[src/rtl/sfm_cmd_sched.sv]
// rtl/sfm_cmd_sched.sv - serial flash command scheduler (auto read, JTAG and slow-control arbitration)
//
// Arbitrates flash commands from three sources and sequences each one as a
// fixed-width command pulse, an optional wait on the flash chip-select, and a
// mandatory idle gap.
//
// Ports:
//   i_clkcms     sole clock, rising edge
//   i_rst        asynchronous active-high reset
//   i_jtag_req   level JTAG instruction lines (bit 7 unused)
//   i_sc_req     slow-control request strobe, with i_sc_op as the command bit index
//   i_sfmcs_b    flash chip-select, low while the flash interface is active
//   i_clr_err    clears o_tmo, o_sc_ovf and o_err_cnt
//   o_serfm      one-hot command bits to the flash interface
//   o_sfm_rst    reset pulse to the flash interface (auto read)
//   o_busy       high whenever the scheduler is not idle
//   o_grant_src  owner of the current op: 0 none, 1 JTAG, 2 SC, 3 auto
//   o_done       one-cycle pulse on normal completion
//   o_tmo        sticky timeout flag
//   o_sc_ovf     sticky dropped-SC-request flag
//   o_err_cnt    saturating count of timeouts and rejected SC ops
module sfm_cmd_sched #(
  parameter int PULSE_LEN = 4,
  parameter int GAP_LEN   = 8,
  parameter int START_TMO = 64,
  parameter int BUSY_TMO  = 4096,
  parameter int AUTO_RD   = 1
) (
  input  logic        i_clkcms,
  input  logic        i_rst,
  input  logic [10:0] i_jtag_req,
  input  logic        i_sc_req,
  input  logic [3:0]  i_sc_op,
  input  logic        i_sfmcs_b,
  input  logic        i_clr_err,
  output logic [10:0] o_serfm,
  output logic        o_sfm_rst,
  output logic        o_busy,
  output logic [1:0]  o_grant_src,
  output logic        o_done,
  output logic        o_tmo,
  output logic        o_sc_ovf,
  output logic [7:0]  o_err_cnt
);

  localparam int CW = 16;
  localparam logic [CW-1:0] L_PULSE = CW'(PULSE_LEN - 1);
  localparam logic [CW-1:0] L_GAP   = CW'(GAP_LEN - 1);
  localparam logic [CW-1:0] L_START = CW'(START_TMO - 1);
  localparam logic [CW-1:0] L_BUSY  = CW'(BUSY_TMO - 1);

  typedef enum logic [2:0] {S_IDLE, S_PULSE, S_WSTART, S_WEND, S_GAP} state_t;

  state_t        r_state;
  logic [CW-1:0] r_cnt;
  logic [10:0]   r_jtag_q;
  logic [10:0]   r_jtag_qq;
  logic [10:0]   r_pend_jt;
  logic          r_sc_pend;
  logic [3:0]    r_sc_op;
  logic          r_auto_done;
  logic          r_last_jt;
  logic          r_long;

  logic [10:0]   w_jt_rise;
  logic [3:0]    w_jt_idx;
  logic          w_jt_any;
  logic          w_auto_req;
  logic          w_pick_sc;
  logic          w_grant_auto;
  logic          w_grant_sc;
  logic          w_grant_jt;
  logic          w_sc_op_ok;
  logic          w_sc_busy;
  logic          w_sc_rej;
  logic          w_sc_ovf;
  logic          w_sc_acc;
  logic          w_tmo_ev;
  logic [1:0]    w_err_inc;
  logic [8:0]    w_err_sum;
  logic [7:0]    w_err_nxt;

  // Rising edge is taken between two registered copies so a newly asserted
  // line is pending one edge after it is first sampled; bit 7 never requests.
  assign w_jt_rise = r_jtag_q & ~r_jtag_qq & 11'h77F;
  assign w_jt_any  = |r_pend_jt;

  always_comb begin
    w_jt_idx = 4'd0;
    for (int i = 10; i >= 0; i--) begin
      if (r_pend_jt[i]) w_jt_idx = 4'(i);
    end
  end

  assign w_auto_req   = (AUTO_RD != 0) && !r_auto_done;
  // SC beats JTAG only when JTAG owned the previous grant.
  assign w_pick_sc    = r_sc_pend && (!w_jt_any || r_last_jt);
  assign w_grant_auto = (r_state == S_IDLE) && w_auto_req;
  assign w_grant_sc   = (r_state == S_IDLE) && !w_auto_req && w_pick_sc;
  assign w_grant_jt   = (r_state == S_IDLE) && !w_auto_req && !w_pick_sc && w_jt_any;

  assign w_sc_op_ok = (i_sc_op != 4'd7) && (i_sc_op <= 4'd10);
  assign w_sc_busy  = r_sc_pend || (o_grant_src == 2'b10);
  assign w_sc_rej   = i_sc_req && !w_sc_op_ok;
  assign w_sc_ovf   = i_sc_req && w_sc_op_ok && w_sc_busy;
  assign w_sc_acc   = i_sc_req && w_sc_op_ok && !w_sc_busy;

  assign w_tmo_ev = ((r_state == S_WSTART) && i_sfmcs_b && (r_cnt == L_START)) ||
                    ((r_state == S_WEND) && !i_sfmcs_b && (r_cnt == L_BUSY));

  // A timeout and a rejected SC request can land in the same cycle; a clear
  // in that cycle still leaves the new errors counted.
  assign w_err_inc = {1'b0, w_tmo_ev} + {1'b0, (w_sc_rej | w_sc_ovf)};
  assign w_err_sum = (i_clr_err ? 9'd0 : {1'b0, o_err_cnt}) + {7'd0, w_err_inc};
  assign w_err_nxt = w_err_sum[8] ? 8'hFF : w_err_sum[7:0];

  assign o_busy = (r_state != S_IDLE);

  always_ff @(posedge i_clkcms or posedge i_rst) begin
    if (i_rst) begin
      r_state     <= S_IDLE;
      r_cnt       <= '0;
      r_jtag_q    <= '0;
      r_jtag_qq   <= '0;
      r_pend_jt   <= '0;
      r_sc_pend   <= 1'b0;
      r_sc_op     <= '0;
      r_auto_done <= 1'b0;
      r_last_jt   <= 1'b0;
      r_long      <= 1'b0;
      o_serfm     <= '0;
      o_sfm_rst   <= 1'b0;
      o_grant_src <= 2'b00;
      o_done      <= 1'b0;
      o_tmo       <= 1'b0;
      o_sc_ovf    <= 1'b0;
      o_err_cnt   <= '0;
    end else begin
      r_jtag_q  <= i_jtag_req;
      r_jtag_qq <= r_jtag_q;
      r_pend_jt <= (r_pend_jt | w_jt_rise) & ~(w_grant_jt ? (11'd1 << w_jt_idx) : 11'd0);

      if (w_grant_sc) begin
        r_sc_pend <= 1'b0;
      end else if (w_sc_acc) begin
        r_sc_pend <= 1'b1;
        r_sc_op   <= i_sc_op;
      end

      o_tmo     <= w_tmo_ev | (o_tmo & ~i_clr_err);
      o_sc_ovf  <= w_sc_ovf | (o_sc_ovf & ~i_clr_err);
      o_err_cnt <= w_err_nxt;
      o_done    <= 1'b0;

      case (r_state)
        S_IDLE: begin
          r_cnt <= '0;
          if (w_grant_auto) begin
            o_sfm_rst   <= 1'b1;
            o_grant_src <= 2'b11;
            r_long      <= 1'b1;
            r_auto_done <= 1'b1;
            r_last_jt   <= 1'b0;
            r_state     <= S_PULSE;
          end else if (w_grant_sc) begin
            o_serfm     <= 11'd1 << r_sc_op;
            o_grant_src <= 2'b10;
            r_long      <= (r_sc_op == 4'd3);
            r_last_jt   <= 1'b0;
            r_state     <= S_PULSE;
          end else if (w_grant_jt) begin
            o_serfm     <= 11'd1 << w_jt_idx;
            o_grant_src <= 2'b01;
            r_long      <= (w_jt_idx == 4'd3);
            r_last_jt   <= 1'b1;
            r_state     <= S_PULSE;
          end
        end
        S_PULSE: begin
          if (r_cnt == L_PULSE) begin
            o_serfm   <= '0;
            o_sfm_rst <= 1'b0;
            r_cnt     <= '0;
            if (r_long) begin
              r_state <= S_WSTART;
            end else begin
              o_done      <= 1'b1;
              o_grant_src <= 2'b00;
              r_state     <= S_GAP;
            end
          end else begin
            r_cnt <= r_cnt + 1'b1;
          end
        end
        S_WSTART: begin
          if (!i_sfmcs_b) begin
            r_cnt   <= '0;
            r_state <= S_WEND;
          end else if (r_cnt == L_START) begin
            r_cnt       <= '0;
            o_grant_src <= 2'b00;
            r_state     <= S_GAP;
          end else begin
            r_cnt <= r_cnt + 1'b1;
          end
        end
        S_WEND: begin
          if (i_sfmcs_b) begin
            o_done      <= 1'b1;
            r_cnt       <= '0;
            o_grant_src <= 2'b00;
            r_state     <= S_GAP;
          end else if (r_cnt == L_BUSY) begin
            r_cnt       <= '0;
            o_grant_src <= 2'b00;
            r_state     <= S_GAP;
          end else begin
            r_cnt <= r_cnt + 1'b1;
          end
        end
        S_GAP: begin
          if (r_cnt == L_GAP) begin
            r_cnt   <= '0;
            r_state <= S_IDLE;
          end else begin
            r_cnt <= r_cnt + 1'b1;
          end
        end
        default: begin
          r_cnt   <= '0;
          r_state <= S_IDLE;
        end
      endcase
    end
  end

endmodule
[config.mk]
export PLATFORM = sky130hd
export DESIGN_NAME = sfm_cmd_sched
export DESIGN_NICKNAME = d
export VERILOG_FILES = /design/src/rtl/sfm_cmd_sched.sv
export SDC_FILE = /design/constraint.sdc
export NUM_CORES = 1
export LEC_CHECK = 0
export CELL_PAD_IN_SITES_DETAIL_PLACEMENT = 1
export CELL_PAD_IN_SITES_GLOBAL_PLACEMENT = 1
export CORE_ASPECT_RATIO = 0.6
export CORE_MARGIN = 1
export CORE_UTILIZATION = 47
export DETAILED_ROUTE_END_ITERATION = 10
export GPL_TIMING_DRIVEN = 0
export MAX_ROUTING_LAYER = met4
export PLACE_DENSITY_LB_ADDON = 0.08
export SYNTH_ARGS = -nofsm -noshare
export SYNTH_HDL_FRONTEND = slang
export SYNTH_SLANG_ARGS = --single-unit
[constraint.sdc]
create_clock -name i_clkcms -period 3.96 [get_ports i_clkcms]
set_input_delay 0.792 -clock i_clkcms [delete_from_list [all_inputs] [get_ports i_clkcms]]
set_output_delay 0.792 -clock i_clkcms [all_outputs]
set_load 0.01 [all_outputs]
* Word level (Yosys, flattened, before mapping) *
Index checks and enable logic that the tools add are counted.

word-level totals
  input port bits = 20
  word-level logic and storage cells = 158
  flip-flop bits (word level) = 85

operators by class
  reduce and logical (&&, ||, !) cells = 38
  equality and inequality tests = 23
  add/subtract/negate cells = 3
  magnitude comparators = 1
  mux-type cells = 62
  shift-type cells = 2
  bitwise gates (word level) = 12

operator list
  operator                                          number
  2-to-1 mux 16 bit                                 6
  one-hot mux 16 bit (4 select lines)               1
  2-to-1 mux 11 bit                                 5
  2-to-1 mux 4 bit                                  11
  2-to-1 mux 3 bit                                  10
  AND 11 bit                                        2
  inverter 11 bit                                   2
  one-hot mux 11 bit (2 select lines)               1
  << shifter 1 x 4 -> 11 bit, first input constant  2
  2-to-1 mux 2 bit                                  9
  adder 16 x 1 -> 16 bit, second input constant     1
  == test 16 x 12 -> 1 bit, second input constant   1
  == test 16 x 2 -> 1 bit, second input constant    1
  == test 16 x 3 -> 1 bit, second input constant    1
  == test 16 x 6 -> 1 bit, second input constant    1
  2-to-1 mux 8 bit                                  2
  logical AND 1 bit                                 15
  one-hot mux 3 bit (5 select lines)                1
  2-to-1 mux 1 bit                                  13
  != test 2 bit, second input constant              6
  OR 11 bit                                         1
  OR reduction 11 bit                               1
  adder 8 x 2 -> 9 bit                              1
  == test 4 x 2 -> 1 bit, second input constant     2
  other kinds (27)                                  45

* Logic depth before layout (Yosys ltp) *
  depth after elaboration = 16
  mapped depth = 11
  depth with buffers taken out = 11

* Least setup slack after synthesis *
OpenSTA, ideal clock, no wires.

  path type = flip-flop to flip-flop
  start = register r_cnt[12]
  end = register o_err_cnt[3]
  data required time = 3.877 ns
  setup slack = 1.357 ns
  library setup time = 0.083 ns
  clock period less this slack = 2.603 ns
  data arrival time = 2.520 ns
  stages on the path, launching flop included = 11
  path through = dfrtp_1 -> nor4_1 -> nand4_1 -> nor3_1 -> a41oi_1 -> nor2_1 -> fa_1 -> ha_1 -> nor3b_1 -> nand4b_1 -> o21ai_0

on the way
  word-level cells in the longest chain between the ends = 6

RTL lines
  what                                                                 line      text
  start: declaration                                                   55        logic [CW-1:0] r_cnt;
  start signal: assignment                                             192       r_cnt <= r_cnt + 1'b1;
  start signal: assignment                                             204       r_cnt <= r_cnt + 1'b1;
  start signal: assignment                                             218       r_cnt <= r_cnt + 1'b1;
  == test 16 x 6 -> 1 bit or == test 16 x 12 -> 1 bit (tied branches)  108, 109
  logical AND 1 bit (on tied branches)                                 108, 109
  logical OR 1 bit *                                                   108       assign w_tmo_ev = ((r_state == S_WSTART) && i_sfmcs_b && (r_cnt == L_START)) ||
  adder 1 x 1 -> 2 bit *                                               113       assign w_err_inc = {1'b0, w_tmo_ev} + {1'b0, (w_sc_rej | w_sc_ovf)};
  adder 8 x 2 -> 9 bit *                                               114       assign w_err_sum = (i_clr_err ? 9'd0 : {1'b0, o_err_cnt}) + {7'd0, w_err_inc};
  2-to-1 mux 8 bit *                                                   115       assign w_err_nxt = w_err_sum[8] ? 8'hFF : w_err_sum[7:0];
  named net w_err_nxt[3]                                               81        logic [7:0] w_err_nxt;
  end signal: assignment                                               152       o_err_cnt <= w_err_nxt;
  end: declaration                                                     43        output logic [7:0] o_err_cnt

Mark *: on every way through the listed nets, which the timed path passes. The rest lies on a longest branch.
A chain may end at the register's enable or synchronous reset.

* Worst setup path after layout *
  start = register r_cnt[12]
  end = register o_err_cnt[4]

The elaborated chain is that of the path after synthesis.

==> metrics <==
CP Data Arrival Time=3.70 ns; final hold vios=0; Min-Delay Path Depth=0; EDFF count, synth=0; via count=3,038; Final Max Slew Viols=0; R2R Setup Slk=0.51 ns; DIE AREA=8390 um^2; H-tree levels=3; root buf cell=clkbuf_16; core area=7510 um^2; Critical R2R Launch=r_cnt[12]$_DFF_PP0_; Hold Path Class=reg2reg; worst hold slack=0.368 ns; Reg2Reg Depth=10; area grow syn2layout=23.4%; Worst Skew=0.00615 ns; Rows=24; I/O pin total=46; CTS buffer count=9; Final ANT Viol Nets=0; most common flop cell mapped by yosys=dfrtp_1; min Tclk post-route=3.45 ns; highest-count cells in the layout ignoring fill and taps=dfrtp_1 (83), nor2_1 (46), clkdlybuf4s50_1 (44); multi-input logic area=1550 um^2; YS warnings=0; Post-CTS Resized=0; hold path endpoint=r_jtag_qq[6]$_DFF_PP0_; TritonRoute pass-1 iters=4; drt drc=0; commonest non-fill, non-tap cell in the layout=dfrtp_1; Initial Util=0.502; ys async rst share=1.00; RR Endpoint=o_err_cnt[4]$_DFF_PP0_; cell-internal power=1.87 mW; NetSw=1.01 mW; nets@finish=440; Critical Path RT=4.21 ns; Critical Path Start Type=flop; RSZ-0062 raised after global routing=no; Setup violations, final=0; largest cells by area after synthesis=dfrtp_1 (55%), nor2_1 (4.6%), nand2b_1 (2.3%), xnor2_1 (2.3%), nand3_1 (2.1%); CTS tree=built; clock sink count=83; Static Leakage=1.99 nW; worst-case clock buffer depth=2; Yosys reg bits=83; DR iter-0 viols=195; Syn Area/Cell=10.4 um^2; Syn Inst Count=361; Worst VDD drop=0.000295 V; Logic pwr share=0.327; IO Port Bufs=44; Crit. Startpoint=r_cnt[12]$_DFF_PP0_; routed len/inst=19.6 um; GR Util All Layers=0.282; Clock transition at path regs=0.06 ns; largest net degree at the start of global routing=68; gr ovfl total=0; vias per cell=5.79; sequential share of the synthesized area=0.551; pre-CTS setup slack=0.524 ns; top cell type's share of synthesized area=0.551; ANT cells=0; CP endpoint kind=flop; Sequential Power Share=0.399; Synth cell types=56; Clk pwr share=0.275; Post-CTS Hold Buffers=0; die width=118 um; Die H=71.4 um; Pwr Density=619 nW/um^2; area taken by flip-flops and latches=2080 um^2; slew margin rel.=0.404; clk_lat worst skew=0.34 ns; first-pass GRT wire length=17,500 um; vias in the first global route=3,251; critical path peak fanout=6; fin crit share=0.872; min setup slack post-route=0.507 ns; post-synth top area cell=dfrtp_1; critical path class=reg2reg; Post-Syn Area=3770 um^2; Fill cells=826; Least-Margin Pin Slew=0.887 ns; status=finished clean; Net Sw Frac=0.350; initial antenna violation count=0; Fmax achieved=0.290 GHz; Net Count, Synth=384; share of layout cells above drive strength 1=0.0760; final WL=10,300 um; HPWL after DPL=7370 um; Post-CTS Setup Bufs=0; max cap viols=0; RD Place Congestion=0.850; hold wc startpoint=r_jtag_q[6]$_DFF_PP0_
[metal layers]
layer	GRT usage	part of all wire	wire length [um]	vias up
li1	-	-	-	1398
met1	0.398	0.49	5060	1535
met2	0.410	0.44	4530	97
met3	0.0629	0.061	632	8
met4	0.0783	0.0080	82	0
met5	-	0	0	-
[layout make-up]
| type | instances | area share |
|---|---|---|
| flip-flops and latches | 83 | 0.447 |
| inverters | 15 | 0.0126 |
| well taps | 104 | 0.0280 |
| repair buffers | 45 | 0.101 |
| clock buffers | 14 | 0.0589 |
| multi-input cells | 252 | 0.333 |
| plain buffers | 11 | 0.0186 |
| clock inverters | 1 | 0.00161 |
[synth_stat cells (all sizes together), types with 5 or more instances]
cell type,count
nor3,13
inv,15
nor2,46
nand4,7
xor2,8
o21ai,12
mux2,5
nand3,16
nor4,12
a21oi,15
nand2b,14
buf,6
nor2b,9
and3,5
clkbuf,5
dfrtp,83
nand2,21
xnor2,10
a211o,6
[per-stage QoR]
step	power (mW)	utilization	instances	TNS, ns	area [um^2]
final	2.88	0.619	525	0	4650
after global routing	3.03	0.619	525	0	4650
after CTS	2.88	0.619	525	0	4650
after detailed placement	2.06	0.582	510	0	4370
after global placement	2.01	0.578	509	-21.74	4340
after floorplan	1.70	-	361	0	3770
[power groups by stage]
stage	Combinational [mW]	Sequential, mW	Clock [mW]
floorplan	0.576	1.13	0
global placement	0.873	1.14	0
detailed placement	0.915	1.15	0
CTS	0.939	1.14	0.804
global route	1.03	1.16	0.838
finish	0.939	1.15	0.790
[worst max-delay path by stage]
stage                                        end  slack, ns  cells after the start
after floorplan                 o_done$_DFF_PP0_       1.03                      1
after global routing      o_err_cnt[4]$_DFF_PP0_       0.09                     10
after detailed placement  o_err_cnt[4]$_DFF_PP0_       0.52                     10
final                     o_err_cnt[4]$_DFF_PP0_       0.51                     10
after CTS                 o_err_cnt[4]$_DFF_PP0_       0.50                     10
after global placement    o_err_cnt[7]$_DFF_PP0_      -0.27                      2
[worst max-delay path, stage by stage (launching register included)]
cell and delay [ns]:
dfrtp_1 0.44, nor4_1 0.67, nand4_1 0.32, nor3_1 0.25, a41oi_1 0.10, nor2_1 0.21, fa_1 0.29, ha_1 0.27
nor3b_1 0.35, nand4b_1 0.30, o21ai_0 0.16
[state kept, by name, indices dropped and copies added, names as in the netlist, 2 cells and up]
signal / cells
o_grant_src: 2
r_state: 3
o_serfm: 11
r_jtag_q: 10
r_jtag_qq: 10
r_sc_op: 4
r_pend_jt: 11
r_cnt: 16
o_err_cnt: 8
[cells by family (layout without fill, tap and decap cells)]
group	count (synthesis)	count (layout)	synth area share
compound gates	61	61	0.111
xor+xnor	18	18	0.0418
mux	6	6	0.0176
simple gates	164	164	0.228
buf+inv	26	86	0.0379
fa+ha+maj	3	3	0.0120
flops	83	83	0.551
Note: power is estimated with default switching activity, not from simulation.
